===== src/rtl/inst_fetch.sv =====
// Instruction-fetch stage: drives the instruction ROM one word per cycle into a
// 2-entry queue and presents the head instruction to decode over valid/ready.
module inst_fetch #(
  parameter logic [31:0] RESET_PC = 32'h0000_0000,
  parameter logic [31:0] NOP_INST = 32'h0000_0013
) (
  input  logic        clk,
  input  logic        rst_n,
  output logic        rom_ce,
  output logic [31:0] rom_addr,
  input  logic [31:0] rom_inst,
  input  logic        redirect_valid,
  input  logic [31:0] redirect_pc,
  input  logic        id_ready,
  output logic        id_valid,
  output logic [31:0] id_inst,
  output logic [31:0] id_pc,
  output logic        misalign_err
);

  logic [31:0] pc_r;
  logic [31:0] q_inst_r [2];
  logic [31:0] q_pc_r   [2];
  logic        rd_ptr_r;
  logic        wr_ptr_r;
  logic [1:0]  count_r;
  logic        misalign_r;

  logic        fetch_s;
  logic        pop_s;

  // Fetch never looks at id_ready, so there is no decode-to-ROM timing path.
  assign fetch_s = rst_n & ~redirect_valid & (count_r != 2'd2);
  assign pop_s   = (count_r != 2'd0) & id_ready;

  // Output decode from registered state.
  always_comb begin
    rom_ce       = fetch_s;
    rom_addr     = {2'b00, pc_r[31:2]};
    id_valid     = (count_r != 2'd0);
    misalign_err = misalign_r;
    id_inst      = NOP_INST;
    id_pc        = 32'h0000_0000;
    if (count_r != 2'd0) begin
      id_inst = q_inst_r[rd_ptr_r];
      id_pc   = q_pc_r[rd_ptr_r];
    end else begin
      id_inst = NOP_INST;
      id_pc   = 32'h0000_0000;
    end
  end

  // Queue payload storage; written only on a real fetch.
  always_ff @(posedge clk) begin
    if (fetch_s) begin
      q_inst_r[wr_ptr_r] <= rom_inst;
      q_pc_r[wr_ptr_r]   <= pc_r;
    end else begin
      q_inst_r[wr_ptr_r] <= q_inst_r[wr_ptr_r];
      q_pc_r[wr_ptr_r]   <= q_pc_r[wr_ptr_r];
    end
  end

  // PC, queue pointers/occupancy and the sticky misalignment flag.
  always_ff @(posedge clk) begin
    if (!rst_n) begin
      pc_r       <= RESET_PC;
      rd_ptr_r   <= 1'b0;
      wr_ptr_r   <= 1'b0;
      count_r    <= 2'd0;
      misalign_r <= 1'b0;
    end else if (redirect_valid) begin
      // A concurrent decode handshake is consumed; the flush drops everything else.
      pc_r     <= {redirect_pc[31:2], 2'b00};
      rd_ptr_r <= 1'b0;
      wr_ptr_r <= 1'b0;
      count_r  <= 2'd0;
      if (redirect_pc[1:0] != 2'b00) begin
        misalign_r <= 1'b1;
      end else begin
        misalign_r <= misalign_r;
      end
    end else begin
      if (fetch_s) begin
        pc_r     <= pc_r + 32'd4;
        wr_ptr_r <= ~wr_ptr_r;
      end else begin
        pc_r     <= pc_r;
        wr_ptr_r <= wr_ptr_r;
      end
      if (pop_s) begin
        rd_ptr_r <= ~rd_ptr_r;
      end else begin
        rd_ptr_r <= rd_ptr_r;
      end
      case ({fetch_s, pop_s})
        2'b10:   count_r <= count_r + 2'd1;
        2'b01:   count_r <= count_r - 2'd1;
        default: count_r <= count_r;
      endcase
    end
  end

endmodule


===== config.mk =====
export PLATFORM = sky130hd
export DESIGN_NAME = inst_fetch
export DESIGN_NICKNAME = d
export VERILOG_FILES = /design/src/rtl/inst_fetch.sv
export SDC_FILE = /design/constraint.sdc
export NUM_CORES = 1
export LEC_CHECK = 0
export BUFFER_PORTS_ARGS = -buffer_cell sky130_fd_sc_hd__clkbuf_2
export CAP_MARGIN = 20
export CORE_MARGIN = 1
export CORE_UTILIZATION = 48
export DETAILED_ROUTE_END_ITERATION = 16
export GPL_TIMING_DRIVEN = 0
export MAX_ROUTING_LAYER = met4
export PLACE_DENSITY = 0.85
export RECOVER_POWER = 25
export SLEW_MARGIN = 10
export SYNTH_ARGS = -nofsm -noshare
export SYNTH_HDL_FRONTEND = slang
export SYNTH_SLANG_ARGS = --single-unit

===== constraint.sdc =====
create_clock -name clk -period 4.1 [get_ports clk]
set_input_delay 0.82 -clock clk [delete_from_list [all_inputs] [get_ports clk]]
set_output_delay 0.82 -clock clk [all_outputs]
set_load 0.1 [all_outputs]

==> results of run 1 <==
[tightest hold or removal path, cell delays in order (launching register included)]
cell     delay, ns
dfxtp_1       0.34
o21ai_0       0.08
a21oi_1       0.06
[flip-flops by register name, summed over array words and instances (netlist names), named ones only]
name	cells
q_inst_r	64
q_pc_r	60
pc_r	30
count_r	2
misalign_err	1
wr_ptr_r	1
rd_ptr_r	1
[stage by stage]
step | instances | power [mW] | util | hold WS (ns) | instance area (µm²)
6_report | 906 | 3.97 | 0.612 | 0.523 | 8470
5_1_grt | 906 | 4.09 | 0.612 | 0.542 | 8470
3_5_place_dp | 874 | 2.50 | 0.573 | 0.506 | 7920
2_1_floorplan | 529 | 2.35 | - | 0.480 | 6790
4_1_cts | 906 | 3.99 | 0.614 | 0.522 | 8490
3_3_place_gp | 871 | 2.48 | 0.566 | 0.480 | 7830
[cells in the mapped netlist (7+ instances only)]
master,count,area (µm²)
clkbuf_1,21,78.8
nand2b_1,8,50.1
nor2_1,74,278
o31a_1,7,61.3
or4_1,10,75.1
nand4_1,8,50.1
nand3_1,13,65.1
o21ai_0,25,125
nand2_1,18,67.6
mux2i_1,62,621
nor4_1,7,43.8
buf_2,8,40.0
a31oi_1,12,75.1
o31ai_1,10,75.1
dfxtp_1,36,721
edfxtp_1,124,3720
nor3_1,7,35.0
[path summary, 6_finish.rpt]
| kind | startpoint | to | slack (ns) | depth (start not counted) |
|---|---|---|---|---|
| min reg2reg | count_r[1]$_SDFFE_PP0P_ | count_r[1]$_SDFFE_PP0P_ | 0.52 | 2 |
| max reg2reg | count_r[0]$_SDFFE_PP0P_ | q_inst_r[0][19]$_DFFE_PP_ | 1.62 | 6 |
| min | count_r[1]$_SDFFE_PP0P_ | count_r[1]$_SDFFE_PP0P_ | 0.52 | 2 |
| max | count_r[0]$_SDFFE_PP0P_ | id_pc[23] | 0.70 | 5 |
[cell families (layout without fill, tap and decap cells)]
| logic type | count (synthesis) | after routing | synth area share |
|---|---|---|---|
| and+or+nand+nor | 175 | 175 | 0.132 |
| DFF | 160 | 160 | 0.656 |
| AOI/OAI and AO/OA | 74 | 74 | 0.0744 |
| muxes | 62 | 62 | 0.0915 |
| buffers and inverters | 42 | 239 | 0.0297 |
| xor gates and xnor gates | 10 | 10 | 0.0129 |
| adders and majority gates | 2 | 2 | 0.00369 |
| other | 1 | 4 | 0.000553 |
[layout make-up]
| class | count | area [µm²] | share of cell area |
|---|---|---|---|
| Sequential cell | 160 | 4440 | 0.525 |
| Multi-Input combinational cell | 327 | 2160 | 0.255 |
| Timing Repair Buffer | 165 | 870 | 0.103 |
| Clock buffer | 19 | 433 | 0.0511 |
| Tap cell | 180 | 225 | 0.0266 |
| Buffer | 37 | 183 | 0.0216 |
| Clock inverter | 13 | 136 | 0.0161 |
| Inverter | 5 | 18.8 | 0.00222 |
[layer usage]
metal  vias up  global-route usage  wire [µm]
met4         0              0.0910        310
met3        29              0.0528       1250
met5         -                   -          0
met1      2370               0.270       6280
met2       226               0.369       7680
li1       2350                   -          -
[where the power goes]
part / switching (mW) / internal [mW]
combinational: 0.475 / 0.114
sequential: 0.0533 / 1.82
clock: 0.614 / 0.896
total: 1.14 / 2.83
==> flow_metrics.tcl, run 1 <==
set metrics [dict create \
    status "finished clean" \
    drt-initial-drc-count 543 \
    synth.distinct_cells 48 \
    cts_hold_buf 0 \
    postRouteAntennaNets 0 \
    fin_skew_ns 0.0101 \
    fin_crit_sh 0.830 \
    first_pass_iters 5 \
    grt_max_degree 59 \
    area_growth_pct 24.9 \
    fillers 1060 \
    worstSetupPathType "flip-flop to output pin" \
    row_count 43 \
    fin_ws_ns 0.695 \
    io_buffers 162 \
    clk_pin_slew_ns 0.06 \
    clk_path_buf_depth 2 \
    syn_inst 526 \
    routabilityCongestion 0.909 \
    crit_chain "nor2_1 -> clkbuf_1 -> buf_1 -> nor2_1 -> clkbuf_2" \
    synth_edf_count 124 \
    fin_tns_setup_ns 0 \
    ys_seq_elements 160 \
    place_hpwl_um 11200 \
    cts_setup_buffers 0 \
    worst_pin_slew_ns 0.768 \
    totalWireLength_um 15500 \
    clock_latency_ns 0.42 \
    drv_cap 0 \
    cts_made_buffers 17 \
    end_kind "output pin" \
    required_ns 3.28 \
    finalSetupViolations 0 \
    worstPathArrival_ns 2.58 \
    dp_slack_ns 1.09 \
    synth-warning-count 0 \
    grt_pass1_wl_um 24100 \
    dieArea_um2 14600 \
    cts_sinks 160 \
    vias 4975 \
    diodes 0 \
    syn_area_um2 6780 \
    rsz0062_at_grt "no" \
    min-delay-path-class "flip-flop to flip-flop" \
    ys.flop_type "edfxtp_1" \
    seq_area_frac_synth 0.656 \
    slew_headroom 0.487 \
    layout_commonest_cell "clkbuf_2" \
    crit_buf_inv 3 \
    slowest_stage "clkbuf_1" \
    grt_antenna_before_repair 0 \
    async_flop_share 0 \
    grt-ovfl-total 0 \
    avgSynthCellArea_um2 12.9 \
    initial_core_util 0.490 \
    path_max_fanout 10 \
    die_h_um 121 \
    power_density_nw_per_um2 469 \
    via_per_inst 5.49 \
    nNetsFinal 783 \
    post_drt_wl_per_cell_um 17.1 \
    drive_gt1_frac 0.269 \
    grt_util_all_layers 0.226 \
    path_delay_family "buffers and inverters" \
    slowest_delay_ns 0.48 \
    finalCriticalPeriod_ns 3.40 \
    ioPinCount 167 \
    dieWidth_um 121 \
    max_freq_mhz 294 \
    post_cts_resized 0 \
    cts-root-buf "clkbuf_16" \
    htree_levels 4 \
    cp_common_cell "nor2_1" \
    core_um2 13800 \
    hold_viol 0 \
    tritoncts "built" \
    finalMaxSlewViolations 0 \
    grt_pass1_vias 4829 \
    drcViolationCount 0 \
    vdd_drop_max_mv 0.289 \
    crit_path_start_kind "flip-flop" \
    final_cell_mix "143 x clkbuf_2, 124 x edfxtp_1, 73 x nor2_1, 62 x mux2i_1, 42 x clkbuf_1" \
    leakage_nw 3.12 \
]
(Power assumes the default switching activity.)
==> run 2, diff against run 1 <==
- ABC_AREA: not set -> 1
- PLACE_DENSITY: 0.85 -> 0.84
- clock period: 4.1 -> 3 ns (I/O delays scaled with it)
==> run 2 against run 1 <==
Compared with the run above: final cell count up 22%; non-clock buffer count decreased by 3; global-route usage is 2.3 points higher; clock skew down 0.0030 ns; setup slack got worse by 0.48 ns; largest cell class unchanged.
==> flow_metrics.tcl, run 2 <==
set metrics [dict create \
    grt_use_met1 0.297 \
    fin_skew_ns 0.00707 \
    vias 5736 \
    slew_headroom 0.576 \
    rsz0062_at_grt "no" \
    fin_crit_sh 0.929 \
    first_pass_iters 5 \
    vdd_drop_max_mv 0.362 \
    largest_registers "q_inst_r (64), q_pc_r (60), pc_r (30)" \
    fin_cells 1102 \
    end_kind "output pin" \
    area_growth_pct 25.3 \
    ys.flop_type "edfxtp_1" \
    drv_cap 0 \
    largest_reg_flops 64 \
    yosysTopAreaCellShare 0.530 \
    cts_hold_buf 0 \
    ioPinCount 167 \
    worstSetupPathType "flip-flop to output pin" \
    final_cell_mix "254 x nand2_1, 124 x edfxtp_1, 116 x clkbuf_2, 88 x a21oi_1, 42 x clkbuf_1" \
    nNetsFinal 979 \
    grtUsageMet2 0.410 \
    grt.busiest_layer "met2" \
    fillers 1213 \
    syn_area_um2 7020 \
    grt_pass1_wl_um 26900 \
    syn_inst 722 \
    drive_gt1_frac 0.235 \
    finalMaxSlewViolations 0 \
    top_register "q_inst_r" \
    routabilityCongestion 0.920 \
    required_ns 2.40 \
    placed_cells 1071 \
    tritoncts "built" \
    clock_latency_ns 0.42 \
    synth_commonest_cells "254 x nand2_1, 124 x edfxtp_1, 88 x a21oi_1" \
    synth_top_cell_by_area "edfxtp_1" \
    postRouteAntennaNets 0 \
    dieArea_um2 15100 \
    status "finished clean" \
    grt_util_all_layers 0.249 \
    synth-warning-count 0 \
    synthMostInstantiatedCell "nand2_1" \
    drcViolationCount 0 \
    hold-worst-slack_ns 0.377 \
    fin_tns_setup_ns 0 \
    crit_path_start_kind "flip-flop" \
    postLayoutCellArea_um2 8800 \
    totalPowerFinal_mw 5.49 \
    totalWireLength_um 17400 \
    leakage_nw 3.48 \
    dieWidth_um 123 \
    hold_viol 0 \
    row_count 43 \
    initial_core_util 0.498 \
    place_hpwl_um 12400 \
    min-delay-path-class "primary input to flip-flop" \
    max_freq_mhz 359 \
    grt_pass1_vias 5335 \
    diodes 0 \
    grt_use_met3 0.0590 \
    path_max_fanout 10 \
    drt-initial-drc-count 435 \
    htree_levels 4 \
    worstPathArrival_ns 2.19 \
    ys_top_cells_by_area "edfxtp_1 53%, nand2_1 14%, dfxtp_1 10%" \
    die_h_um 123 \
    core_um2 14100 \
    cts_made_buffers 17 \
    finalCriticalPeriod_ns 2.79 \
    grt_max_degree 28 \
    grt-ovfl-total 0 \
    cts_sinks 160 \
    synth_edf_count 124 \
    post_drt_wl_per_cell_um 15.8 \
    placed_area_um2 8190 \
    power_density_nw_per_um2 624 \
    synth.distinct_cells 42 \
    via_per_inst 5.21 \
    finalSetupViolations 0 \
    cts_setup_buffers 0 \
    seq_area_frac_synth 0.633 \
    clk_pin_slew_ns 0.06 \
    layout_commonest_cell "nand2_1" \
    worst_pin_slew_ns 0.635 \
    async_flop_share 0 \
    avgSynthCellArea_um2 9.72 \
    grt_antenna_before_repair 0 \
    cts-root-buf "clkbuf_16" \
    io_buffers 162 \
    clk_path_buf_depth 2 \
    ys_seq_elements 160 \
]
## run 2: cell count changes after synthesis, sizes merged, moves of 17 or more
cell and change:
o21ai -17, nand2 +237, nor2 -25, nand3 +23
a21oi +86, mux2i -62, inv +40
## run 2: report_power, final
group	internal, mW	switching [mW]	total [mW]
clock network	1.33	0.830	2.16
logic	0.154	0.628	0.783
registers	2.48	0.0723	2.55
total	3.96	1.53	5.49
## run 2: final timing paths
| check | startpoint | endpoint | slack (ns) | cells past startpoint |
|---|---|---|---|---|
| max | flip-flop | id_inst[15] | 0.21 | 5 |
| max reg2reg | count_r[0]$_SDFFE_PP0P_ | q_inst_r[0][25]$_DFFE_PP_ | 0.93 | 5 |
| min reg2reg | misalign_err$_SDFFE_PN0P_ | misalign_err$_SDFFE_PN0P_ | 0.46 | 2 |
| min | rom_inst[13] | q_inst_r[0][13]$_DFFE_PP_ | 0.38 | 1 |
## run 2: per-layer routing
metal | up-vias | share of wire
met2 | 262 | 0.49
met5 | - | 0
met3 | 20 | 0.073
li1 | 2799 | -
met4 | 0 | 0.015
met1 | 2655 | 0.42
## run 2: final cells by class
type,instances,area (µm²),share of cell area
buffer,33,201,0.0229
clock buffer,21,450,0.0512
clock inverter,11,141,0.0161
inverter,46,173,0.0196
multi-input combinational,485,2240,0.254
sequential,160,4440,0.505
tap,180,225,0.0256
timing repair buffer,166,925,0.105
## run 2: critical path: stages (launching register included)
cell,delay [ns]
dfxtp_1,0.43
inv_2,0.21
clkbuf_1,0.38
nand2_1,0.09
a21oi_1,0.18
clkbuf_2,0.48
## run 2: what timing repair did
item	4_1_cts	5_1_grt
resized for setup	12	39
gates cloned	0	0
endpoints found under the setup margin	33	50
hold endpoints to repair	0	0
## run 2: logic make-up after synthesis
logic type      share of synthesized area
other cells                      0.000534
fa+ha+maj                         0.00356
simple gates                        0.212
buf+inv                            0.0522
compound gates                     0.0900
xor+xnor                          0.00873
flops                               0.633
## run 2: metrics by stage
stage | util | worst slack, ns
final | 0.624 | 0.214
after global routing | 0.624 | 0.0442
after CTS | 0.624 | 0.00164
after detailed placement | 0.581 | 0.331
after global placement | 0.573 | -0.258
after floorplan | - | 0.0104
==> run 3, diff against run 2 <==
- ABC_AREA: 1 -> not set
- PLACE_DENSITY: 0.84 -> 0.85
==> run 3 against run 2 <==
Compared with the run above: power decreased by 1.2%; clock power decreased by 5%; clock-buffer cell count decreased by 2; design area decreased by 3.8%; sequential share of layout area increased by 2.0 points; first-iteration DRC count increased by 21%; clock skew increased by 0.0044 ns; critical endpoint is now id_pc[30]; non-clock buffer count increased by 3.
==> flow_metrics.tcl, run 3 (same netlist as run 1, synthesis figures left out) <==
set metrics [dict create \
    diodes 0 \
    core_um2 13800 \
    tritoncts "built" \
    vias 4971 \
    fin_skew_ns 0.0115 \
    end_kind "output pin" \
    power_density_nw_per_um2 641 \
    drcViolationCount 0 \
    drt-initial-drc-count 528 \
    dieArea_um2 14600 \
    die_h_um 121 \
    htree_levels 4 \
    io_buffers 162 \
    worstPathArrival_ns 2.24 \
    grt_pass1_vias 4826 \
    seqCellArea_um2 4440 \
    dieWidth_um 121 \
    ioPinCount 167 \
    row_count 43 \
    fin_util 0.612 \
    rsz0062_at_grt "no" \
    crit_path_start_kind "flip-flop" \
    clock_latency_ns 0.42 \
    cts_sinks 160 \
    fin_crit_sh 0.948 \
    post_drt_wl_per_cell_um 17.0 \
    worstSetupPathType "flip-flop to output pin" \
    postRouteAntennaNets 0 \
    clk_path_buf_depth 2 \
    max_freq_mhz 352 \
    cts_made_buffers 17 \
    finalMaxSlewViolations 0 \
    min-delay-path-class "primary input to flip-flop" \
    status "finished clean" \
    grt-ovfl-total 0 \
    grt_pass1_wl_um 24100 \
    slew_headroom 0.487 \
    initial_core_util 0.490 \
    finalCriticalPeriod_ns 2.84 \
    layout_commonest_cell "clkbuf_2" \
    crit_chain "clkbuf_1 -> buf_2 -> mux2i_1 -> nor2_1 -> clkbuf_2" \
    grt_util_all_layers 0.226 \
    place_hpwl_um 11200 \
    first_pass_iters 7 \
    slowest_delay_ns 0.46 \
    multi_input_area_um2 2160 \
    grt_max_degree 59 \
    cts_hold_buf 0 \
    routabilityCongestion 0.909 \
    totalWireLength_um 15400 \
    top_register "q_inst_r" \
    nNetsFinal 783 \
    drv_cap 0 \
    drive_gt1_frac 0.260 \
    largest_reg_flops 64 \
    leakage_nw 3.10 \
    area_growth_pct 24.8 \
    hold_viol 0 \
    grt_antenna_before_repair 0 \
    final_cell_mix "133 x clkbuf_2, 124 x edfxtp_1, 72 x nor2_1, 62 x mux2i_1, 50 x clkbuf_1" \
    clk_pin_slew_ns 0.06 \
    required_ns 2.40 \
    finalSetupViolations 0 \
    path_max_fanout 10 \
    fillers 1062 \
    largest_registers "q_inst_r (64), q_pc_r (60), pc_r (30)" \
    worst_pin_slew_ns 0.767 \
    cts-root-buf "clkbuf_16" \
    via_per_inst 5.49 \
    vdd_drop_max_mv 0.393 \
    hold-worst-slack_ns 0.372 \
    slowest_stage "clkbuf_2" \
]
[run 3: changes by cell type in the layout (fill, tap and decap cells not counted), moves of 10 or more]
cell / delta
nand3_1: -18
clkbuf_2: +17
inv_1: -36
mux2i_1: +62
or4_1: +10
a21oi_1: -85
nor2_1: +33
o31ai_1: +10
clkbuf_4: -19
o21ai_0: +23
nand2_1: -236
[run 3: area by class of cell]
| class | count | area share |
|---|---|---|
| clock inverters | 13 | 0.0161 |
| repair buffers | 165 | 0.101 |
| multi-input cells | 327 | 0.255 |
| inverters | 5 | 0.00222 |
| clock buffers | 19 | 0.0512 |
| plain buffers | 37 | 0.0219 |
| flip-flops and latches | 160 | 0.525 |
| well taps | 180 | 0.0266 |
[run 3: power by group]
group          leakage, nW  internal (mW)  switching [mW]  total, mW
combinational         1.39          0.155           0.649      0.804
sequential            1.45           2.49          0.0729       2.56
clock                0.268           1.22           0.836       2.06
[run 3: critical path, delay by kind of cell, from the launching register on]
| kind | cells | cell delay, ns |
|---|---|---|
| and+or+nand+nor | 1 | 0.10 |
| buffers and inverters | 3 | 1.26 |
| muxes | 1 | 0.15 |
| DFF | 1 | 0.30 |
[run 3: what timing repair did]
item	in CTS	in global routing
setup buffers	0	0
resized for setup	2	4
hold endpoints to repair	0	0
setup endpoints to repair	10	12
cloned	0	0
pin swaps	0	0
[run 3: worst paths after layout]
kind | start | to | slack [ns] | cells after the start
worst min-delay path | rom_inst[9] | q_inst_r[0][9]$_DFFE_PP_ | 0.37 | 1
worst max register to register | count_r[0]$_SDFFE_PP0P_ | q_inst_r[0][19]$_DFFE_PP_ | 0.51 | 6
worst min register to register | count_r[1]$_SDFFE_PP0P_ | count_r[1]$_SDFFE_PP0P_ | 0.53 | 2
worst max-delay path | flip-flop | id_pc[30] | 0.16 | 5
[run 3: metal layers]
| metal | vias to the layer above | routed length, µm | part of all wire | track usage |
|---|---|---|---|---|
| met5 | - | 0 | 0 | - |
| met3 | 27 | 1120 | 0.073 | 0.0528 |
| met1 | 2371 | 6360 | 0.41 | 0.270 |
| met2 | 222 | 7690 | 0.50 | 0.369 |
| met4 | 0 | 269 | 0.017 | 0.0910 |
| li1 | 2351 | - | - | - |
[run 3: metrics by stage]
stage	cells	cell area [µm²]	power, mW	setup WS, ns	TNS, ns
after floorplan	529	6790	3.22	0.000715	0
after global placement	871	7830	3.38	-1.01	-107.59
after detailed placement	874	7920	3.41	0.209	0
after CTS	906	8490	5.46	0.0628	0
after global routing	906	8460	5.60	0.00350	0
final	906	8460	5.42	0.155	0
